### config.mk
export PLATFORM = sky130hd
export DESIGN_NAME = veggie_manager
export DESIGN_NICKNAME = d
export VERILOG_FILES = /design/src/rtl/veggie_pkg.sv /design/src/rtl/veggie_slot_update.sv /design/src/rtl/veggie_manager.sv
export SDC_FILE = /design/constraint.sdc
export NUM_CORES = 1
export LEC_CHECK = 0
export ABC_CLOCK_PERIOD_IN_PS = 8650
export CAP_MARGIN = 10
export CORE_ASPECT_RATIO = 1.5
export CORE_MARGIN = 2
export CORE_UTILIZATION = 30
export DETAILED_ROUTE_END_ITERATION = 12
export DONT_BUFFER_PORTS = 1
export SETUP_SLACK_MARGIN = 0.2
export SLEW_MARGIN = 15
export SYNTH_ARGS = -nofsm -noshare
export SYNTH_HDL_FRONTEND = slang
export SYNTH_SLANG_ARGS = --single-unit
export TNS_END_PERCENT = 100
### constraint.sdc
create_clock -name clk_in -period 8.65 [get_ports clk_in]
set_clock_uncertainty 0.1 [all_clocks]
set_input_delay 1.73 -clock clk_in [delete_from_list [all_inputs] [get_ports clk_in]]
set_output_delay 1.73 -clock clk_in [all_outputs]
set_load 0.05 [all_outputs]
### src/rtl/veggie_pkg.sv
// Shared types and screen geometry for the veggie game engine.
package veggie_pkg;

  localparam int SCREEN_W     = 1024;
  localparam int SCREEN_H     = 768;
  localparam int VEG_W        = 128;
  localparam int VEG_H        = 128;
  localparam int GRAVITY      = 1;
  localparam int LAUNCH_VY    = 24;
  localparam int SPAWN_FRAMES = 45;
  localparam int X_MAX        = SCREEN_W - VEG_W;
  localparam int Y_START      = SCREEN_H - VEG_H;

  typedef enum logic [1:0] {
    IDLE   = 2'd0,
    FLYING = 2'd1,
    SPLIT  = 2'd2
  } slot_state_t;

  typedef enum logic {
    SWEEP_IDLE = 1'b0,
    SWEEP_RUN  = 1'b1
  } sweep_state_t;

  // Velocities are two's complement; positions are unsigned screen pixels.
  typedef struct packed {
    slot_state_t state;
    logic [10:0] x;
    logic [9:0]  y;
    logic [7:0]  vx;
    logic [7:0]  vy;
  } veggie_t;

endpackage

### src/rtl/veggie_slot_update.sv
// Combinational per-slot step: launch, motion with wall bounce, exit and katana hit.
module veggie_slot_update
  import veggie_pkg::*;
(
  input  veggie_t     cur,
  input  logic        spawn_en,
  input  logic [12:0] random_in,
  input  logic [10:0] katana_x,
  input  logic [9:0]  katana_y,
  output veggie_t     nxt,
  output logic        hit,
  output logic        miss,
  output logic        launched
);

  logic [11:0] x0, y0, kx, ky, x_sum, y_sum;
  logic [9:0]  rx;
  logic        in_box, moving_down, exiting;

  assign x0    = {1'b0, cur.x};
  assign y0    = {2'b0, cur.y};
  assign kx    = {1'b0, katana_x};
  assign ky    = {2'b0, katana_y};
  assign x_sum = x0 + {{4{cur.vx[7]}}, cur.vx};
  assign y_sum = y0 + {{4{cur.vy[7]}}, cur.vy};
  assign rx    = (random_in[9:0] > 10'(X_MAX)) ? random_in[9:0] - 10'(X_MAX) : random_in[9:0];

  // Hit box is tested on the position before this frame's move.
  assign in_box = (kx >= x0) && (kx < x0 + 12'(VEG_W)) &&
                  (ky >= y0) && (ky < y0 + 12'(VEG_H));
  assign moving_down = !cur.vy[7] && (cur.vy != 8'd0);
  assign exiting     = moving_down && !y_sum[11] && (y_sum >= 12'(Y_START));

  always_comb begin
    nxt      = cur;
    hit      = 1'b0;
    miss     = 1'b0;
    launched = 1'b0;
    if (cur.state == IDLE) begin
      if (spawn_en) begin
        nxt.state = FLYING;
        nxt.x     = {1'b0, rx};
        nxt.y     = 10'(Y_START);
        nxt.vx    = {5'b0, random_in[12:10]} - 8'd3;
        nxt.vy    = 8'(-LAUNCH_VY);
        launched  = 1'b1;
      end
    end else begin
      if (x_sum[11]) begin
        nxt.x  = 11'd0;
        nxt.vx = -cur.vx;
      end else if (x_sum > 12'(X_MAX)) begin
        nxt.x  = 11'(X_MAX);
        nxt.vx = -cur.vx;
      end else begin
        nxt.x = x_sum[10:0];
      end
      if (y_sum[11])                    nxt.y = 10'd0;
      else if (y_sum > 12'(Y_START))    nxt.y = 10'(Y_START);
      else                              nxt.y = y_sum[9:0];
      nxt.vy = cur.vy + 8'(GRAVITY);
      // Exit takes priority over a same-step hit: no score and no miss then.
      if (exiting) begin
        nxt.state = IDLE;
        miss      = (cur.state == FLYING) && !in_box;
      end else if (cur.state == FLYING && in_box) begin
        nxt.state = SPLIT;
        hit       = 1'b1;
      end
    end
  end

endmodule

### src/rtl/veggie_manager.sv
// Frame-rate veggie engine: one slot updated per clock in a sweep after each frame.
module veggie_manager
  import veggie_pkg::*;
#(
  parameter int N_VEG   = 4,
  parameter int SCORE_W = 16
) (
  input  logic                 clk_in,
  input  logic                 rst_in,
  input  logic                 frame_done_in,
  input  logic [10:0]          katana_x,
  input  logic [9:0]           katana_y,
  input  logic [15:0]          random_in,
  output logic [N_VEG*11-1:0]  veg_x_out,
  output logic [N_VEG*10-1:0]  veg_y_out,
  output logic [N_VEG-1:0]     veg_active_out,
  output logic [N_VEG-1:0]     veg_split_out,
  output logic                 split_pulse_out,
  output logic [SCORE_W-1:0]   score_out,
  output logic [SCORE_W-1:0]   miss_out,
  output logic                 busy_out,
  output sweep_state_t         sweep_state
);

  localparam int IDX_W = (N_VEG > 1) ? $clog2(N_VEG) : 1;
  localparam int CNT_W = $clog2(SPAWN_FRAMES);

  veggie_t            slots [N_VEG];
  veggie_t            cur, nxt;
  sweep_state_t       state_nxt;
  logic [IDX_W-1:0]   idx;
  logic [CNT_W-1:0]   spawn_cnt;
  logic               spawn_pending, last, hit, miss, launched, start;
  logic               unused_random;

  assign unused_random = ^random_in[15:13];
  assign cur   = slots[idx];
  assign last  = (idx == IDX_W'(N_VEG - 1));
  assign start = (sweep_state == SWEEP_IDLE) && frame_done_in;

  veggie_slot_update u_update (
    .cur       (cur),
    .spawn_en  (spawn_pending),
    .random_in (random_in[12:0]),
    .katana_x  (katana_x),
    .katana_y  (katana_y),
    .nxt       (nxt),
    .hit       (hit),
    .miss      (miss),
    .launched  (launched)
  );

  always_ff @(posedge clk_in or posedge rst_in) begin
    if (rst_in) sweep_state <= SWEEP_IDLE;
    else        sweep_state <= state_nxt;
  end

  always_comb begin
    state_nxt = sweep_state;
    case (sweep_state)
      SWEEP_IDLE: if (frame_done_in) state_nxt = SWEEP_RUN;
      SWEEP_RUN:  if (last)          state_nxt = SWEEP_IDLE;
      default:                       state_nxt = SWEEP_IDLE;
    endcase
  end

  always_comb begin
    busy_out = (sweep_state == SWEEP_RUN);
  end

  always_ff @(posedge clk_in or posedge rst_in) begin
    if (rst_in) begin
      for (int i = 0; i < N_VEG; i++) slots[i] <= '0;
      idx             <= '0;
      spawn_cnt       <= '0;
      spawn_pending   <= 1'b0;
      split_pulse_out <= 1'b0;
      score_out       <= '0;
      miss_out        <= '0;
    end else begin
      split_pulse_out <= 1'b0;
      if (start) begin
        idx <= '0;
        if (spawn_cnt == CNT_W'(SPAWN_FRAMES - 1)) spawn_pending <= 1'b1;
        else                                       spawn_cnt     <= spawn_cnt + 1'b1;
      end else if (busy_out) begin
        slots[idx] <= nxt;
        idx        <= last ? '0 : idx + 1'b1;
        // An unserved spawn leaves the counter at its terminal value so the next frame retries.
        if (launched) begin
          spawn_pending <= 1'b0;
          spawn_cnt     <= '0;
        end else if (last) begin
          spawn_pending <= 1'b0;
        end
        if (hit) begin
          split_pulse_out <= 1'b1;
          if (score_out != '1) score_out <= score_out + 1'b1;
        end
        if (miss && miss_out != '1) miss_out <= miss_out + 1'b1;
      end
    end
  end

  always_comb begin
    veg_x_out      = '0;
    veg_y_out      = '0;
    veg_active_out = '0;
    veg_split_out  = '0;
    for (int i = 0; i < N_VEG; i++) begin
      veg_x_out[i*11 +: 11] = slots[i].x;
      veg_y_out[i*10 +: 10] = slots[i].y;
      veg_active_out[i]     = (slots[i].state != IDLE);
      veg_split_out[i]      = (slots[i].state == SPLIT);
    end
  end

endmodule

After elaboration in Yosys (flattened, before gate mapping)
Cells that the tools add are included.
{ "word_totals": {"regBits": 199, "inputBits": 40, "word_cells": 133} }
{ "classes": {"add_sub_neg": 12, "magnitude_cmp": 10, "eq_ne": 11, "muxes": 42, "bitwise_logic": 3, "reduce_logical": 28} }
{ "op_table": {"columns": ["cell", "count"], "rows": [
  ["$mux W39", 5],
  ["$bwmux W156", 1],
  ["$bmux W39 S2", 1],
  ["$demux W39 S2", 1],
  ["$add A16 B1 Y16 const B", 2],
  ["$ne A16 B16 Y1 const B", 2],
  ["$mux W10", 3],
  ["$gt A12 B10 Y1 const B", 2],
  ["$mux W6", 4],
  ["$mux W11", 2],
  ["$mux W1", 17],
  ["$mux W8", 2],
  ["$add A11 B12 Y12", 1],
  ["$add A11 B8 Y12", 1],
  ["$add A11 B8 Y12 const B", 1],
  ["$ge A12 B10 Y1 const B", 1],
  ["$lt A10 B12 Y1", 1],
  ["$lt A11 B12 Y1", 1],
  ["$reduce_bool A2 Y1", 6],
  ["$add A10 B8 Y11 const B", 1],
  ["$ge A11 B11 Y1", 1],
  ["$logic_and A1 B1 Y1", 11],
  ["$eq A2 B2 Y1 const B", 5],
  ["$ge A10 B10 Y1", 1],
  ["other kinds (24)", 33]
]} }

Longest topological paths before layout
{ "logic_depth": {"depth_word": 16, "depth_mapped": 20, "mapped_depth_nobuf": 13} }

Hierarchy
Synthesis repeated with hierarchy kept, for this count alone.
{ "unflattened": {"hier_cells": 1093, "hier_area_um2": 12369.4} }
{ "modules_own_cells": {"columns": ["mod", "n_inst", "cells_each", "area_each_um2"], "rows": [
  ["veggie_manager", 1, 682, 9479.1],
  ["veggie_slot_update", 1, 411, 2890.3]
]} }

Least setup slack after synthesis
Ideal clock, no wire load.
{ "synth_timing": {"path_kind": "register -> register", "start": "register idx[0]", "end": "register miss_out[15]", "setup_ns": 0.141, "t_arrival_ns": 5.170, "required_time_ns": 8.409, "setup_slack_ns": 3.239, "path_stages_with_launch": 17, "n_path_buf": 5, "period_less_slack_ns": 5.411, "cell_sequence": "dfrtp_1 buf_6 buf_2 buf_2 buf_2 buf_2 mux4_2 ha_1 a21o_1 a221o_1 and2_1 or4_4 a31o_4 a211oi_4 o311ai_4 or4_1 xnor2_1"} }
{ "synth_between": {"elab_chain_cells": 15, "elab_cells_between_ends": 29, "classes_between": "3 x add/sub; 5 x order compare; 1 x eq/ne; 5 x mux; 1 x bitwise; 14 x reduce/logical"} }
{ "synth_lines": {"columns": ["item", "line", "source"], "rows": [
  ["start: declaration", "veggie_manager.sv:31", "logic [IDX_W-1:0] idx;"],
  ["start signal: assignment", "veggie_manager.sv:88", "idx <= last ? '0 : idx + 1'b1;"],
  ["$not A2 Y3 (not written as such) (*)", "veggie_manager.sv:37", "assign cur = slots[idx];"],
  ["$bmux W39 S2 (*)", "veggie_manager.sv:37", null],
  ["$mux W39 (not written as such) (*) (2 in a row)", "veggie_manager.sv:37", null],
  ["$add A11 B8 Y12", "veggie_slot_update.sv:29", "assign in_box = (kx >= x0) && (kx < x0 + 12'(VEG_W)) &&"],
  ["$lt A11 B12 Y1", "veggie_slot_update.sv:29", null],
  ["$logic_and A1 B1 Y1 (2 in a row)", "veggie_slot_update.sv:29", null],
  ["$logic_and A1 B1 Y1", "veggie_slot_update.sv:30", "(ky >= y0) && (ky < y0 + 12'(VEG_H));"],
  ["$logic_not A1 Y1", "veggie_slot_update.sv:65", "miss = (cur.state == FLYING) && !in_box;"],
  ["$logic_and A1 B1 Y1", "veggie_slot_update.sv:65", null],
  ["$mux W1", "veggie_slot_update.sv:63", "if (exiting) begin"],
  ["$mux W1 (*)", "veggie_slot_update.sv:39", "if (cur.state == IDLE) begin"],
  ["$logic_and A1 B1 Y1 (*)", "veggie_manager.sv:100", "if (miss && miss_out != '1) miss_out <= miss_out + 1'b1;"],
  ["$reduce_and A3 Y1 (no line) (*)", null, null],
  ["end signal: assignment", "veggie_manager.sv:100", null],
  ["end: declaration", "veggie_manager.sv:20", "output logic [SCORE_W-1:0] miss_out,"]
]} }
Every way passes the cells marked *; elsewhere a longest branch is shown, timed or not. The select of a mux whose other input is x is not followed.
A chain may end at the register's enable or synchronous reset.

Final worst setup path
{ "layout_timing": {"start": "register idx[0]", "end": "register slots (netlist bit veg_x_out[11])"} }
{ "layout_between": {"elab_chain_cells": 10, "elab_cells_between_ends": 17, "classes_between": "1 x add/sub; 3 x order compare; 10 x mux; 1 x bitwise; 2 x reduce/logical"} }
{ "layout_lines": {"columns": ["item", "line", "source"], "rows": [
  ["$not A2 Y3 (not written as such) (*)", "veggie_manager.sv:37, veggie_manager.sv:87", null],
  ["$bmux W39 S2", "veggie_manager.sv:37", null],
  ["$mux W39 (not written as such) (2 in a row)", "veggie_manager.sv:37", null],
  ["$add A11 B12 Y12", "veggie_slot_update.sv:24", "assign x_sum = x0 + {{4{cur.vx[7]}}, cur.vx};"],
  ["$gt A12 B10 Y1", "veggie_slot_update.sv:52", "end else if (x_sum > 12'(X_MAX)) begin"],
  ["$mux W11", "veggie_slot_update.sv:52", null],
  ["$mux W11", "veggie_slot_update.sv:49", "if (x_sum[11]) begin"],
  ["$mux W39", "veggie_slot_update.sv:39", null],
  ["$bwmux W156 (*)", "veggie_manager.sv:87", "slots[idx] <= nxt;"],
  ["end signal: indexed assignment", "veggie_manager.sv:87", null],
  ["end: declaration", "veggie_manager.sv:28", "veggie_t slots [N_VEG];"]
]} }
Marked as above.

==> run summary <==
status = finished clean
Placer Congestion = 0.865
initial antenna violation count = 0
Hold Crit Class = flop to flop
Top FF cell, synth = dfrtp_1
maxcap violations = 0
wire per inst = 19.7 microns
H-tree depth = 4
CTS tree = yes
Die H = 250 microns
crit path kind = flop to flop
crit path from = idx[0]
crit end category = flop
Initial Util = 0.302
worst-path cell chain = mux4_2, ha_1, fa_1, a211oi_1, nor2_1, a311o_1, nor4_1, nor4_1, a21oi_1, nor2b_1, a21oi_1, o21ai_0
Die ar. = 41900 sq um
synthesis-to-finish area growth = 3.68%
area of the core = 40000 sq um
crit share post-route = 0.648
final WL = 32100 microns
Pre-antenna DRT Iters = 5
# setup viols final = 0
FP Rows = 90
unrepaired setup endpoints after global routing = false
layout cells sized above 1 = 0.117
vias in the first global route = 8595
fin nets = 1222
Post-synth EDFFs = 0
Fmax = 0.178 GHz
Post-Synth Simple-Gate Area = 0.141
# DRC = 0
cell count after synthesis = 1225
crit path max-delay cell type = dfrtp_4
clk buf depth = 2
fin crit period = 5.61 ns
Post-synth top cells = dfrtp_1, nand2_1, o21ai_0
Final HPWL DP = 23400 microns
Fillers = 4027
CTS root buf = clkbuf_16
# clock sinks = 199
Setup TNS Final = 0 ns
n_diodes = 0
largest net degree at the start of global routing = 127
CP Data Required Time = 8.92 ns
Vias = 8612
num ports = 167
critical path's largest stage delay = 0.84 ns
worst endpoint data arrival time = 5.88 ns
Starting DRT DRC Count = 457
Async SR Flop Fraction = 1.00
GRT Util Overall = 0.156
yosys warns = 0
Worst Tran Pin Value = 1.09 ns
Post-CTS Setup Bufs = 0
Compound-Gate Fraction of Synth Area = 0.147
dominant cells by area after synthesis = dfrtp_1, mux4_2, ha_1
vias per inst = 5.27
cell taking the most area after synthesis = dfrtp_1
largest fanout on the critical path = 32
Synth top area share = 0.413
clock-pin slew reported for the worst setup and hold paths after clock tree synthesis = 0.08 ns
chip width = 168 microns
Synth Area in Adders = 0.0707
Synth Register Bits = 199
port bufs = 0
Post-Syn Area = 12100 sq um
post-synthesis sequential area ratio = 0.413
CTS Buf Count = 17
fin. max-slew vios = 0
most common cell in the netlist = dfrtp_1
Syn Area/Cell = 9.85 sq um
first-pass GRT wire length = 50600 microns
HP Start = slots[79]
CP startpoint kind = flop
GRT Residual Overflow = 0
worst flop-to-flop path startpoint = idx[0]
combinational family with the most area after synthesis = compound AO/OA/AOI/OAI gates
cts hold-fix bufs = 0
worst skew pair latency = 0.47 ns
mux contribution to synthesized area = 0.0996
Yosys cell types = 68
Final Hold Fails = 0
Antenna Violating Nets Remaining = 0
XOR/XNOR share of the synthesized area = 0.0414
Slew headroom = 0.269
syn_nets = 1332
post-cts sizing count = 0
[worst max-delay path, delay by kind of cell, from the launching register on]
kind / cells / cell delay, ns
compound gates: 5 / 2.01
simple gates: 4 / 1.18
flops: 1 / 0.84
fa+ha+maj: 2 / 0.69
mux: 1 / 0.65
[registers in the layout, summed over array words and instances, names as in the netlist]
name / cells
veg_x_out: 44
spawn_pending: 1
busy_out: 1
idx: 2
slots: 72
veg_y_out: 40
score_out: 16
spawn_cnt: 6
split_pulse_out: 1
miss_out: 16
[cell families after synthesis]
logic type / Yosys count
AO/OA/AOI/OAI: 283
buffers and inverters: 191
multiplexers: 68
flip-flops: 199
XOR/XNOR: 57
adder cells (fa/ha/maj): 67
AND/OR/NAND/NOR: 360
[final cells by class]
type | instances | area (sq um) | share of cell area
clock inverter | 15 | 150 | 0.0120
tap | 506 | 633 | 0.0506
timing repair buffer | 11 | 82.6 | 0.00660
clock buffer | 17 | 425 | 0.0340
inverter | 51 | 199 | 0.0159
multi-input combinational | 835 | 6040 | 0.483
sequential | 199 | 4980 | 0.398
[cell usage in the layout (no fill, tap or decap), types with 3 or more instances in the layout]
cell	n
inv_6	4
a211o_1	3
nand2b_1	3
nor2_1	66
o21ai_0	121
nand3_1	21
nor2b_1	9
a22oi_1	5
a21o_1	7
mux4_2	39
and4_1	3
nand2_1	150
or3_1	9
o21a_1	4
or2_2	6
nor4_1	10
inv_8	6
a22o_1	24
inv_1	50
buf_4	11
nor3b_1	5
a21oi_1	64
a221o_1	4
nor3_1	19
dfrtp_1	197
clkbuf_16	17
a211oi_1	4
nand4_1	21
o31ai_1	8
ha_1	65
o211ai_1	7
xor2_1	31
a31oi_1	5
and3_1	12
mux2_2	27
xnor2_1	26
and2_1	11
nand2_2	4
[routing by layer]
| layer | vias to the layer above | share of wire | global-route usage |
|---|---|---|---|
| met3 | 41 | 0.060 | 0.0428 |
| li1 | 4062 | - | - |
| met5 | - | 0 | 0 |
| met2 | 190 | 0.54 | 0.284 |
| met1 | 4319 | 0.37 | 0.170 |
| met4 | 0 | 0.028 | 0.0609 |
[final timing paths]
kind                            slack, ns  depth (start not counted)       endpoint
max in group asynchronous            5.64                          2         idx[0]
min in group asynchronous            1.15                          1  veg_y_out[20]
worst max register to register       3.04                         12  veg_x_out[11]
worst min-delay path                 0.38                          2      slots[79]
worst min register to register       0.38                          2      slots[79]
worst max-delay path                 3.04                         12  veg_x_out[11]
[through the flow]
stage          cells  utilization  hold slack (ns)  area [sq um]  setup WS (ns)
2_1_floorplan   1225            -            0.345         12100           1.39
3_3_place_gp    1602        0.299            0.356         11900           3.06
3_5_place_dp    1602        0.299            0.366         11900           3.04
4_1_cts         1634        0.313            0.386         12500           3.02
5_1_grt         1634        0.313            0.418         12500           2.62
6_report        1634        0.313            0.382         12500           3.04
Power is left out: the tool's default activity adds up to more than one toggle a clock period on the data nets, which glitch-free logic cannot reach.
